[src/rtl/alu_pkg.sv]
// Shared opcode encodings and FSM state type for the pipelined ALU.
package alu_pkg;

    localparam logic [5:0] OP_ADD = 6'd0;
    localparam logic [5:0] OP_SUB = 6'd1;
    localparam logic [5:0] OP_AND = 6'd2;
    localparam logic [5:0] OP_OR  = 6'd3;
    localparam logic [5:0] OP_XOR = 6'd4;
    localparam logic [5:0] OP_SLT = 6'd5;
    localparam logic [5:0] OP_SLL = 6'd6;
    localparam logic [5:0] OP_SRL = 6'd7;
    localparam logic [5:0] OP_MUL = 6'd8;

    typedef enum logic {
        IDLE     = 1'b0,
        MUL_BUSY = 1'b1
    } state_t;

endpackage

[src/rtl/alu_result_fifo.sv]
// In-order result FIFO; head output reads as zero while empty.
module alu_result_fifo #(
    parameter int WIDTH = 38,
    parameter int DEPTH = 4
) (
    input  logic                       clk,
    input  logic                       rst_n,
    input  logic                       push,
    input  logic [WIDTH-1:0]           din,
    input  logic                       pop,
    output logic [WIDTH-1:0]           dout,
    output logic                       valid,
    output logic [$clog2(DEPTH):0]     count
);
    localparam int AW = $clog2(DEPTH);
    localparam int CW = AW + 1;

    logic [WIDTH-1:0] mem [DEPTH];
    logic [AW-1:0]    wr_ptr;
    logic [AW-1:0]    rd_ptr;
    logic             full;
    logic             do_push;
    logic             do_pop;

    assign full    = (count == CW'(DEPTH));
    assign valid   = (count != '0);
    assign do_push = push && !full;
    assign do_pop  = pop && valid;
    assign dout    = valid ? mem[rd_ptr] : '0;

    // DEPTH is a power of two, so the pointers wrap by natural overflow.
    always_ff @(posedge clk) begin
        if (!rst_n) begin
            wr_ptr <= '0;
            rd_ptr <= '0;
            count  <= '0;
        end else begin
            if (do_push) begin
                mem[wr_ptr] <= din;
                wr_ptr      <= wr_ptr + 1'b1;
            end
            if (do_pop)
                rd_ptr <= rd_ptr + 1'b1;
            case ({do_push, do_pop})
                2'b10:   count <= count + 1'b1;
                2'b01:   count <= count - 1'b1;
                default: count <= count;
            endcase
        end
    end

endmodule

[src/rtl/alu_pipe.sv]
// Pipelined ALU with tagged result FIFO. Define ALU_PIPE_MUL_EN to enable the
// iterative shift-add multiplier (opcode 8); otherwise opcode 8 is unsupported.
module alu_pipe #(
    parameter int DATA_W    = 32,
    parameter int TAG_W     = 5,
    parameter int OUT_DEPTH = 4
) (
    input  logic              clk,
    input  logic              rst_n,
    input  logic              in_valid,
    output logic              in_ready,
    input  logic [5:0]        opcode,
    input  logic [DATA_W-1:0] op1,
    input  logic [DATA_W-1:0] op2,
    input  logic [TAG_W-1:0]  dest_tag,
    output logic              out_valid,
    input  logic              out_ready,
    output logic [DATA_W-1:0] out_result,
    output logic [TAG_W-1:0]  out_tag,
    output logic              out_err,
    output logic              busy
);
    import alu_pkg::*;

    localparam int SH_W = $clog2(DATA_W);
    localparam int FW   = DATA_W + TAG_W + 1;
    localparam int CW   = $clog2(OUT_DEPTH) + 1;

    logic              accept;
    logic              is_mul;
    logic              push;
    logic              mul_done;
    logic [FW-1:0]     din;
    logic [FW-1:0]     dout;
    logic [CW-1:0]     count;
    logic [DATA_W-1:0] alu_res;
    logic              alu_err;

    assign accept = in_valid && in_ready;
    assign push   = (accept && !is_mul) || mul_done;

    always_comb begin
        alu_res = '0;
        alu_err = 1'b0;
        case (opcode)
            OP_ADD:  alu_res = op1 + op2;
            OP_SUB:  alu_res = op1 - op2;
            OP_AND:  alu_res = op1 & op2;
            OP_OR:   alu_res = op1 | op2;
            OP_XOR:  alu_res = op1 ^ op2;
            OP_SLT:  alu_res = {{(DATA_W-1){1'b0}}, ($signed(op1) < $signed(op2))};
            OP_SLL:  alu_res = op1 << op2[SH_W-1:0];
            OP_SRL:  alu_res = op1 >> op2[SH_W-1:0];
            default: alu_err = 1'b1;
        endcase
    end

`ifdef ALU_PIPE_MUL_EN
    state_t            state;
    state_t            state_nxt;
    logic [DATA_W-1:0] mcand;
    logic [DATA_W-1:0] mplier;
    logic [DATA_W-1:0] acc;
    logic [DATA_W-1:0] acc_sum;
    logic [SH_W-1:0]   cnt;
    logic [TAG_W-1:0]  mtag;

    assign is_mul  = (opcode == OP_MUL);
    assign busy    = (state == MUL_BUSY);
    assign acc_sum = acc + (mplier[0] ? mcand : '0);
    assign din     = mul_done ? {1'b0, mtag, acc_sum} : {alu_err, dest_tag, alu_res};
    // Accepts stop while busy, so the MUL's FIFO slot stays reserved until its push.
    assign in_ready = rst_n && (state == IDLE) && (count < CW'(OUT_DEPTH));

    always_ff @(posedge clk) begin
        if (!rst_n) state <= IDLE;
        else        state <= state_nxt;
    end

    always_comb begin
        state_nxt = state;
        mul_done  = 1'b0;
        case (state)
            IDLE:     if (accept && is_mul) state_nxt = MUL_BUSY;
            MUL_BUSY: if (cnt == SH_W'(DATA_W-1)) begin
                          mul_done  = 1'b1;
                          state_nxt = IDLE;
                      end
            default:  state_nxt = IDLE;
        endcase
    end

    always_ff @(posedge clk) begin
        if (!rst_n) begin
            mcand  <= '0;
            mplier <= '0;
            acc    <= '0;
            cnt    <= '0;
            mtag   <= '0;
        end else if (accept && is_mul) begin
            mcand  <= op1;
            mplier <= op2;
            acc    <= '0;
            cnt    <= '0;
            mtag   <= dest_tag;
        end else if (state == MUL_BUSY) begin
            acc    <= acc_sum;
            mcand  <= mcand << 1;
            mplier <= mplier >> 1;
            cnt    <= cnt + 1'b1;
        end
    end
`else
    assign is_mul   = 1'b0;
    assign mul_done = 1'b0;
    assign busy     = 1'b0;
    assign din      = {alu_err, dest_tag, alu_res};
    assign in_ready = rst_n && (count < CW'(OUT_DEPTH));
`endif

    alu_result_fifo #(
        .WIDTH (FW),
        .DEPTH (OUT_DEPTH)
    ) u_fifo (
        .clk   (clk),
        .rst_n (rst_n),
        .push  (push),
        .din   (din),
        .pop   (out_ready),
        .dout  (dout),
        .valid (out_valid),
        .count (count)
    );

    assign {out_err, out_tag, out_result} = dout;

endmodule

[config.mk]
export PLATFORM = sky130hd
export DESIGN_NAME = alu_pipe
export DESIGN_NICKNAME = d
export VERILOG_FILES = /design/src/rtl/alu_pkg.sv /design/src/rtl/alu_result_fifo.sv /design/src/rtl/alu_pipe.sv
export SDC_FILE = /design/constraint.sdc
export NUM_CORES = 1
export LEC_CHECK = 0
export ABC_AREA = 0
export CAP_MARGIN = 20
export CORE_AREA = 3 3 232 212
export DETAILED_ROUTE_END_ITERATION = 8
export DIE_AREA = 0 0 235 215
export PLACE_DENSITY = 0.56
export SETUP_SLACK_MARGIN = 0.2
export SLEW_MARGIN = 0
export SYNTH_ARGS = -nofsm -noshare
export SYNTH_HDL_FRONTEND = slang
export SYNTH_SLANG_ARGS = --single-unit
[constraint.sdc]
create_clock -name clk -period 9.9 [get_ports clk]
set_input_delay 0.99 -clock clk [delete_from_list [all_inputs] [get_ports clk]]
set_output_delay 0.99 -clock clk [all_outputs]
set_load 0.02 [all_outputs]
Word-level counts from Yosys, hierarchy flattened
Memory sizes are Yosys's and may differ from the RTL's. A register that Yosys moved wholly into a read port is not among the register bits.
Index checks and enable logic that the tools add are counted.
- reductions and logical operators: 9
- equal/unequal tests: 10
- muxes and demuxes: 9
- $lt $le $gt $ge: 2
- bitwise gates (word level): 3
- shift operators: 2
- add/subtract/negate cells: 6
- operators with widths (kind ; number):
    $pmux 32 s8 ; 1
    $mux 38 ; 1
    $add 32x32->32 ; 1
    $and 32x32->32 ; 1
    $lt 32x32->1 ; 1
    $or 32x32->32 ; 1
    $shl 32x5->32 ; 1
    $shr 32x5->32 ; 1
    $sub 32x32->32 ; 1
    $xor 32x32->32 ; 1
    $eq 6x3->1 const B ; 4
    $eq 6x2->1 const B ; 2
    $reduce_or 8->1 ; 1
    $eq 6x1->1 const B ; 1
    $logic_not 6->1 ; 1
    $pmux 3 s2 ; 1
    $add 2x1->2 const B ; 2
    $logic_and 1x1->1 ; 4
    $mux 1 ; 4
    $mux 2 ; 2
    $add 3x1->3 const B ; 1
    $eq 3x3->1 const B ; 1
    $lt 3x3->1 const B ; 1
    $reduce_bool 3->1 ; 1
    other kinds (5) ; 5
- bits in registers: 7
- word-level logic and storage cells: 45
- bits in writable memories: 152
- memories kept: 1
- output and inout bits: 41
- input bits: 79
- memories (memory ; words ; bits a word ; rd ports ; clocked after memory_dff ; wr ports ; RTL line ; text):
    u_fifo.mem ; 4 ; 38 ; 1 ; 1 ; 1 ; alu_result_fifo.sv:18 ; logic [WIDTH-1:0] mem [DEPTH];

Depth between registers and ports, before layout
Gate-level depths: netlist of the first run.
- depth in word-level cells: 7
- gate-level depth with buffers: 15
- mapped depth without buffers: 12

By module
A second synthesis of the first run with hierarchy kept.
- cell total of the unflattened synthesis: 1554
- area total of the unflattened synthesis: 14279.9 µm²
- by module, submodules not included (module ; cells each ; area each (µm²) ; sequential area each (µm²) ; times used):
    alu_pipe ; 1260 ; 8059.0 ; 0.0 ; 1
    alu_result_fifo ; 294 ; 6221.0 ; 4744.6 ; 1

Worst setup path after synthesis of the first run
Ideal clock, no wire load.
- path type: input-to-reg
- from: input op2[2]
- to: memory u_fifo.mem[0][27], data pin
- slack: 5148 ps
- data required time: 9628 ps
- arrival: 4480 ps
- setup time: 272 ps
- stages on the path: 14
- buffers on the path: 4
- cells stage by stage: clkbuf_1 -> inv_2 -> buf_1 -> clkbuf_1 -> ha_1 -> clkbuf_1 -> or4_4 -> a311oi_2 -> o21a_2 -> o2111ai_1 -> nand2_1 -> a211oi_1 -> o211a_1 -> a311o_1
- cells in the longest elaborated chain, start to end: 2
- elaborated cells on any way between the ends: 5
- those cells by class: 2 x add/sub; 2 x shift; 1 x mux
- RTL lines (item ; RTL line ; text):
    from (decl) ; alu_pipe.sv:14 ; input logic [DATA_W-1:0] op2,
    $sub 32x32->32, or another cell as far along ; alu_pipe.sv:47 ; OP_SUB: alu_res = op1 - op2;
    $pmux 32 s8 (*) ; alu_pipe.sv:45 ; case (opcode)
    net alu_res[27] ; alu_pipe.sv:36 ; logic [DATA_W-1:0] alu_res;
    to (decl) ; alu_result_fifo.sv:18 ;
Mark *: on every way through the listed nets, which the timed path passes. The rest lies on a longest branch.

Worst setup path in the final report of the first run
- from: input op2[2]
- to: memory u_fifo.mem[1][30], data pin
The elaborated chain is that of the path after synthesis.

==> impl_metrics.json, run 1 <==
{
  "cts_resized": 0,
  "final_layout_size_suffix_gt1_frac": 0.108,
  "crit_required_ns": 10.09,
  "cts-root-buf": "clkbuf_16",
  "yosysTopAreaCell": "edfxtp_1",
  "maxCapViolCount": 0,
  "grt-ovfl-total": 0,
  "synth_seq_cells": 161,
  "syn_area_um2": 14500,
  "grt_pass1_wl_mm": 80.2,
  "portBuffers": 118,
  "yosysWarnings": 0,
  "drc": 0,
  "area.growth.synth_to_final_pct": 15.4,
  "finalInstanceArea_um2": 16700,
  "grt_use_total": 0.207,
  "post-place-ws_ns": 4.34,
  "cp_max_fo": 47,
  "status": "complete, no violations",
  "cp-start-kind": "input pin",
  "max-vdd-ir-drop_uv": 107,
  "synth_edf_count": 152,
  "vias": 13000,
  "fin_skew_ns": 0.00678,
  "routedWlPerCell_um": 25.1,
  "finalHoldViolations": 0,
  "initial_core_util": 0.311,
  "n_fill_cell": 4699,
  "ys.flop_type": "edfxtp_1",
  "critical_path_buf_inv_count": 4,
  "postCtsSetupBuffers": 0,
  "cts_tree": "yes",
  "cp-end-kind": "flop",
  "hold_path_class": "flop to flop",
  "rows": 75,
  "grt_pass1_vias": 12200,
  "synth_area_leaders": "edfxtp_1 32%, mux4_2 13%, ha_1 8.9%",
  "timing.hold.ws_ns": 0.516,
  "layout_setup_ws_ns": 4.73,
  "postSynthCellCount": 1495,
  "clk_latency_ns": 0.41,
  "worst_slew_pin_slew_ns": 1.07,
  "max_freq_mhz": 193,
  "synth.distinct_cells": 85,
  "cts-buffers-inserted": 17,
  "clockBufferDepth": 2,
  "die-height_um": 215,
  "layout.nets": 1725,
  "antenna_found_initial": 2,
  "slew_headroom": 0.284,
  "crit_family": "compound AO/OA/AOI/OAI gates",
  "syn_nets": 1680,
  "regArea_um2": 4750,
  "syn_avg_cell_area_um2": 9.69,
  "synth_top_area_share": 0.315,
  "clock_sinks": 161,
  "grt_setup_unrepaired": "no",
  "die_w_um": 235,
  "die_area_um2": 50500,
  "power_density_nw_per_um2": 151,
  "drt_iter0_drc": 1380,
  "via_per_inst": 5.97,
  "cp_common_cell": "buf_4",
  "fin_setup_tns_ns": 0,
  "hpwlAfterDp_mm": 41.1,
  "grt_max_degree": 63,
  "cp_data_arrival_time_ns": 5.36,
  "finalCriticalPeriod_ns": 5.17,
  "slowest_stage": "buf_4",
  "dr.pass1.iters": 8,
  "synth_common_cells": "152 x edfxtp_1, 138 x nor2_1, 103 x ha_1, 96 x a21oi_1, 94 x inv_1",
  "worst-setup-path-type": "input pin to flop",
  "worstPathCellList": "clkdlybuf4s50_1 > buf_4 > inv_2 > buf_4 > ha_1 > o21ba_1 > a2111oi_2 > o21ai_1 > a21o_1 > a211oi_1 > a2111oi_0 > o221ai_1 > xnor2_1 > o211ai_1",
  "clk_pin_slew_ns": 0.06,
  "report.final.slew_viol_count": 0,
  "cellLeakagePower_nw": 6.07,
  "drt-total-wl_mm": 54.4,
  "async_flop_share": 0,
  "hold_buffers": 0,
  "finalSetupViolCount": 0,
  "post-route-period-util": 0.522,
  "synth_most_common_cell": "edfxtp_1",
  "postRouteAntennaNets": 0,
  "max_stage_delay_ns": 0.55,
  "ios": 120,
  "ys_seq_area_frac": 0.328,
  "dpl-instance-area_um2": 16100,
  "routabilityCongestion": 1.02,
  "core_area_um2": 46600,
  "multiInputGateArea_um2": 8910,
  "htree_levels": 4
}
cells by family (layout without fill, tap and decap cells):
group / Yosys count / in the layout / share of synthesized area
simple gates: 399 / 399 / 0.131
xor+xnor: 27 / 27 / 0.0163
fa+ha+maj: 106 / 106 / 0.0931
compound gates: 458 / 458 / 0.214
mux: 128 / 128 / 0.160
flops: 161 / 161 / 0.328
buf+inv: 215 / 273 / 0.0589
other cells: 1 / 2 / 0.000259
cells in the final DEF, fill, tap and decap left out, types with 7 or more instances in the layout:
master           instances
nand4_1                  7
a22oi_1                 24
a31oi_1                 12
a221oi_1                14
o221ai_1                 9
dfxtp_1                  7
o21ai_1                 40
inv_2                   10
and2_1                  48
a211o_1                 10
o22ai_1                 18
o21bai_1                13
mux2i_1                 41
o21a_1                   8
nand2_1                 85
nand3_1                 20
mux4_2                  82
a211oi_1                20
clkbuf_16               17
ha_1                   103
o211ai_1                19
clkdlybuf4s50_1        115
a21oi_1                 96
edfxtp_1               152
inv_1                   94
buf_4                   18
o32a_1                  10
or3_1                   19
nor2_1                 137
o31ai_1                 14
xnor2_1                 23
a21o_1                  17
o21ai_0                 69
nor3_1                  35
nor2b_1                 16
power breakdown:
part / leakage (nW) / internal, mW / switching (mW)
Sequential: 1.47 / 0.788 / 0.0190
Combinational: 4.34 / 0.477 / 0.632
Clock: 0.262 / 0.348 / 0.260
Total: 6.07 / 1.61 / 0.911
worst reg2reg max path, cell delays in order (launching register included):
cell      delay, ns
dfxtp_1        0.36
or3_1          0.11
buf_4          0.33
and2_1         0.28
ha_1           0.20
inv_1          0.06
fa_1           0.37
xor2_1         0.16
or3_1          0.30
a21boi_0       0.15
per-stage QoR:
stage	power (mW)	std cells	utilization
2_1_floorplan	1.51	1495	-
3_3_place_gp	1.93	2135	0.345
4_1_cts	2.54	2167	0.357
5_1_grt	2.65	2169	0.358
3_5_place_dp	1.93	2135	0.345
6_report	2.52	2170	0.358
per-layer routing:
| metal | vias up | part of all wire | track usage |
|---|---|---|---|
| met1 | 6408 | 0.46 | 0.311 |
| met2 | 681 | 0.42 | 0.303 |
| met5 | - | 0.00024 | 0 |
| met4 | 2 | 0.026 | 0.0547 |
| met3 | 84 | 0.094 | 0.0379 |
| li1 | 5778 | - | - |
worst paths after layout:
check / depth (start not counted) / startpoint / end / slack, ns
hold / removal: 2 / u_fifo.wr_ptr[1] / u_fifo.wr_ptr[1] / 0.52
hold reg to reg: 2 / u_fifo.wr_ptr[1] / u_fifo.wr_ptr[1] / 0.52
setup reg to reg: 9 / u_fifo.count[2] / u_fifo.count[2] / 7.51
setup / recovery: 14 / op2[2] / u_fifo.mem[1][30] / 4.73
cell type report:
type	count	share of cell area
diodes	1	0.000150
clock buffers	17	0.0255
clock inverters	15	0.00801
inverters	105	0.0236
multi-input cells	1119	0.533
flip-flops and latches	161	0.284
well taps	616	0.0461
repair buffers	136	0.0794
state kept, by name (all words and copies together), names as in the netlist, named ones only:
name / flops
u_fifo.wr_ptr: 2
u_fifo.count: 3
u_fifo.mem: 152
u_fifo.rd_ptr: 2
Power figures use the tool's default switching activity.
==> inputs of run 2 (changes only) <==
==> constraint.sdc (replaced) <==
create_clock -name clk -period 4.95 [get_ports clk]
set_input_delay 0.495 -clock clk [delete_from_list [all_inputs] [get_ports clk]]
set_output_delay 0.495 -clock clk [all_outputs]
set_load 0.02 [all_outputs]
==> impl_metrics.json, run 2 (same netlist as run 1, synthesis figures left out) <==
{
  "antenna_found_initial": 1,
  "hpwlAfterDp_mm": 41.4,
  "grt_setup_unrepaired": "no",
  "grt_max_degree": 65,
  "routedWlPerCell_um": 24.8,
  "r2r-start": "u_fifo.count[0]",
  "cellLeakagePower_nw": 6.18,
  "cts_tree": "yes",
  "portBuffers": 118,
  "initial_core_util": 0.311,
  "max-vdd-ir-drop_uv": 264,
  "vias": 12900,
  "ios": 120,
  "startpoint": "op2[4]",
  "die_area_um2": 50500,
  "final_cell_mix": "152 x edfxtp_1, 137 x nor2_1, 115 x clkdlybuf4s50_1",
  "finalInstanceArea_um2": 16900,
  "fin_cells": 2188,
  "max_freq_mhz": 228,
  "grt-ovfl-total": 0,
  "postRouteAntennaNets": 0,
  "clockBufferDepth": 2,
  "report.final.slew_viol_count": 0,
  "fin_skew_ns": 0.00650,
  "die_w_um": 235,
  "grt_use_total": 0.208,
  "top_register": "u_fifo.mem",
  "use_met1": 0.298,
  "busiest_layer": "met2",
  "cts_resized": 0,
  "layout.nets": 1744,
  "post-place-ws_ns": 0.247,
  "maxCapViolCount": 0,
  "finalCriticalPeriod_ns": 4.38,
  "n_antenna_cell": 0,
  "via_per_inst": 5.92,
  "hold_buffers": 0,
  "cp_max_fo": 10,
  "post-route-period-util": 0.886,
  "dpl-instance-area_um2": 16300,
  "cp-end-kind": "flop",
  "area.growth.synth_to_final_pct": 16.5,
  "largest_reg_flops": 152,
  "routabilityCongestion": 0.993,
  "worst_slew_pin_slew_ns": 1.06,
  "rows": 75,
  "drt_iter0_drc": 1602,
  "min_path_cells": 2,
  "worstReg2RegEnd": "u_fifo.count[2]",
  "grt_pass1_wl_mm": 81.0,
  "core_area_um2": 46600,
  "finalSetupViolCount": 0,
  "die-height_um": 215,
  "htree_levels": 4,
  "postCtsSetupBuffers": 0,
  "final_common_cell": "edfxtp_1",
  "dr.pass1.iters": 5,
  "fin_setup_tns_ns": 0,
  "cp_data_arrival_time_ns": 4.54,
  "reg2reg_depth": 8,
  "worst-setup-path-type": "input pin to flop",
  "grt_pass1_vias": 12400,
  "status": "complete, no violations",
  "cts-root-buf": "clkbuf_16",
  "slew_headroom": 0.295,
  "timing.hold.ws_ns": 0.525,
  "layout_setup_ws_ns": 0.567,
  "power_density_nw_per_um2": 305,
  "hold_path_class": "flop to flop",
  "final_layout_size_suffix_gt1_frac": 0.120,
  "rrSetupSlack_ns": 2.19,
  "drt-total-wl_mm": 54.2,
  "placed_cells": 2156,
  "cp-start-kind": "input pin",
  "clk_pin_slew_ns": 0.07,
  "reg.largest.list": "u_fifo.mem (152), u_fifo.count (3)",
  "crit_path_end": "u_fifo.mem[0][27]",
  "clock_sinks": 161,
  "cts-buffers-inserted": 17,
  "crit_required_ns": 5.11,
  "grtUsageMet3": 0.0428,
  "clk_latency_ns": 0.41,
  "drc": 0,
  "met2_usage": 0.320,
  "finalHoldViolations": 0
}
-- run 2: cell types whose count changed in the layout (fill, tap and decap cells not counted), sizes merged --
cell | before | now
clkinv | 6 | 3
clkbuf | 18 | 17
inv | 109 | 116
bufinv | 1 | 0
buf | 20 | 40
diode | 1 | 0
clkinvlp | 4 | 1
-- run 2: layout make-up --
class                           instances  area, um2
Multi-Input combinational cell       1119       8910
Fill cell                            4647      29800
Clock inverter                         15        158
Timing Repair Buffer                  155       1470
Inverter                              105        394
Clock buffer                           17        425
Sequential cell                       161       4750
Tap cell                              616        771
-- run 2: report_power, final --
group | switching, mW | internal, mW
Clock | 0.582 | 0.678
Sequential | 0.0825 | 1.58
Combinational | 1.25 | 0.974
-- run 2: worst min path at each step --
stage | from | endpoint | slack (ns)
after global placement | u_fifo.wr_ptr[1] | u_fifo.wr_ptr[1] | 0.49
final | u_fifo.count[2] | u_fifo.count[2] | 0.52
after floorplan | u_fifo.wr_ptr[1] | u_fifo.wr_ptr[1] | 0.47
after detailed placement | u_fifo.count[2] | u_fifo.count[2] | 0.51
after global routing | u_fifo.wr_ptr[1] | u_fifo.wr_ptr[1] | 0.57
after CTS | u_fifo.count[2] | u_fifo.count[2] | 0.52
-- run 2: metal layers --
metal  share of wire  wire length, um
met1            0.43            23500
met2            0.45            24200
met3           0.093             5040
met4           0.027             1440
met5         0.00020               11
-- run 2: stage by stage --
| step | total power [mW] | util |
|---|---|---|
| 2_1_floorplan | 3.01 | - |
| 3_3_place_gp | 3.91 | 0.349 |
| 3_5_place_dp | 3.91 | 0.349 |
| 5_1_grt | 5.40 | 0.362 |
| 6_report | 5.14 | 0.362 |
| 4_1_cts | 5.17 | 0.362 |
-- run 2: worst max-delay path, cell delays in order --
cell,delay [ns]
clkdlybuf4s50_1,0.68
inv_1,0.18
ha_1,0.54
nor2_1,0.07
a2bb2oi_1,0.22
a311oi_2,0.20
o21a_2,0.28
o2111ai_1,0.35
nand2_1,0.15
a211oi_1,0.79
o21ai_1,0.15
a311o_1,0.42
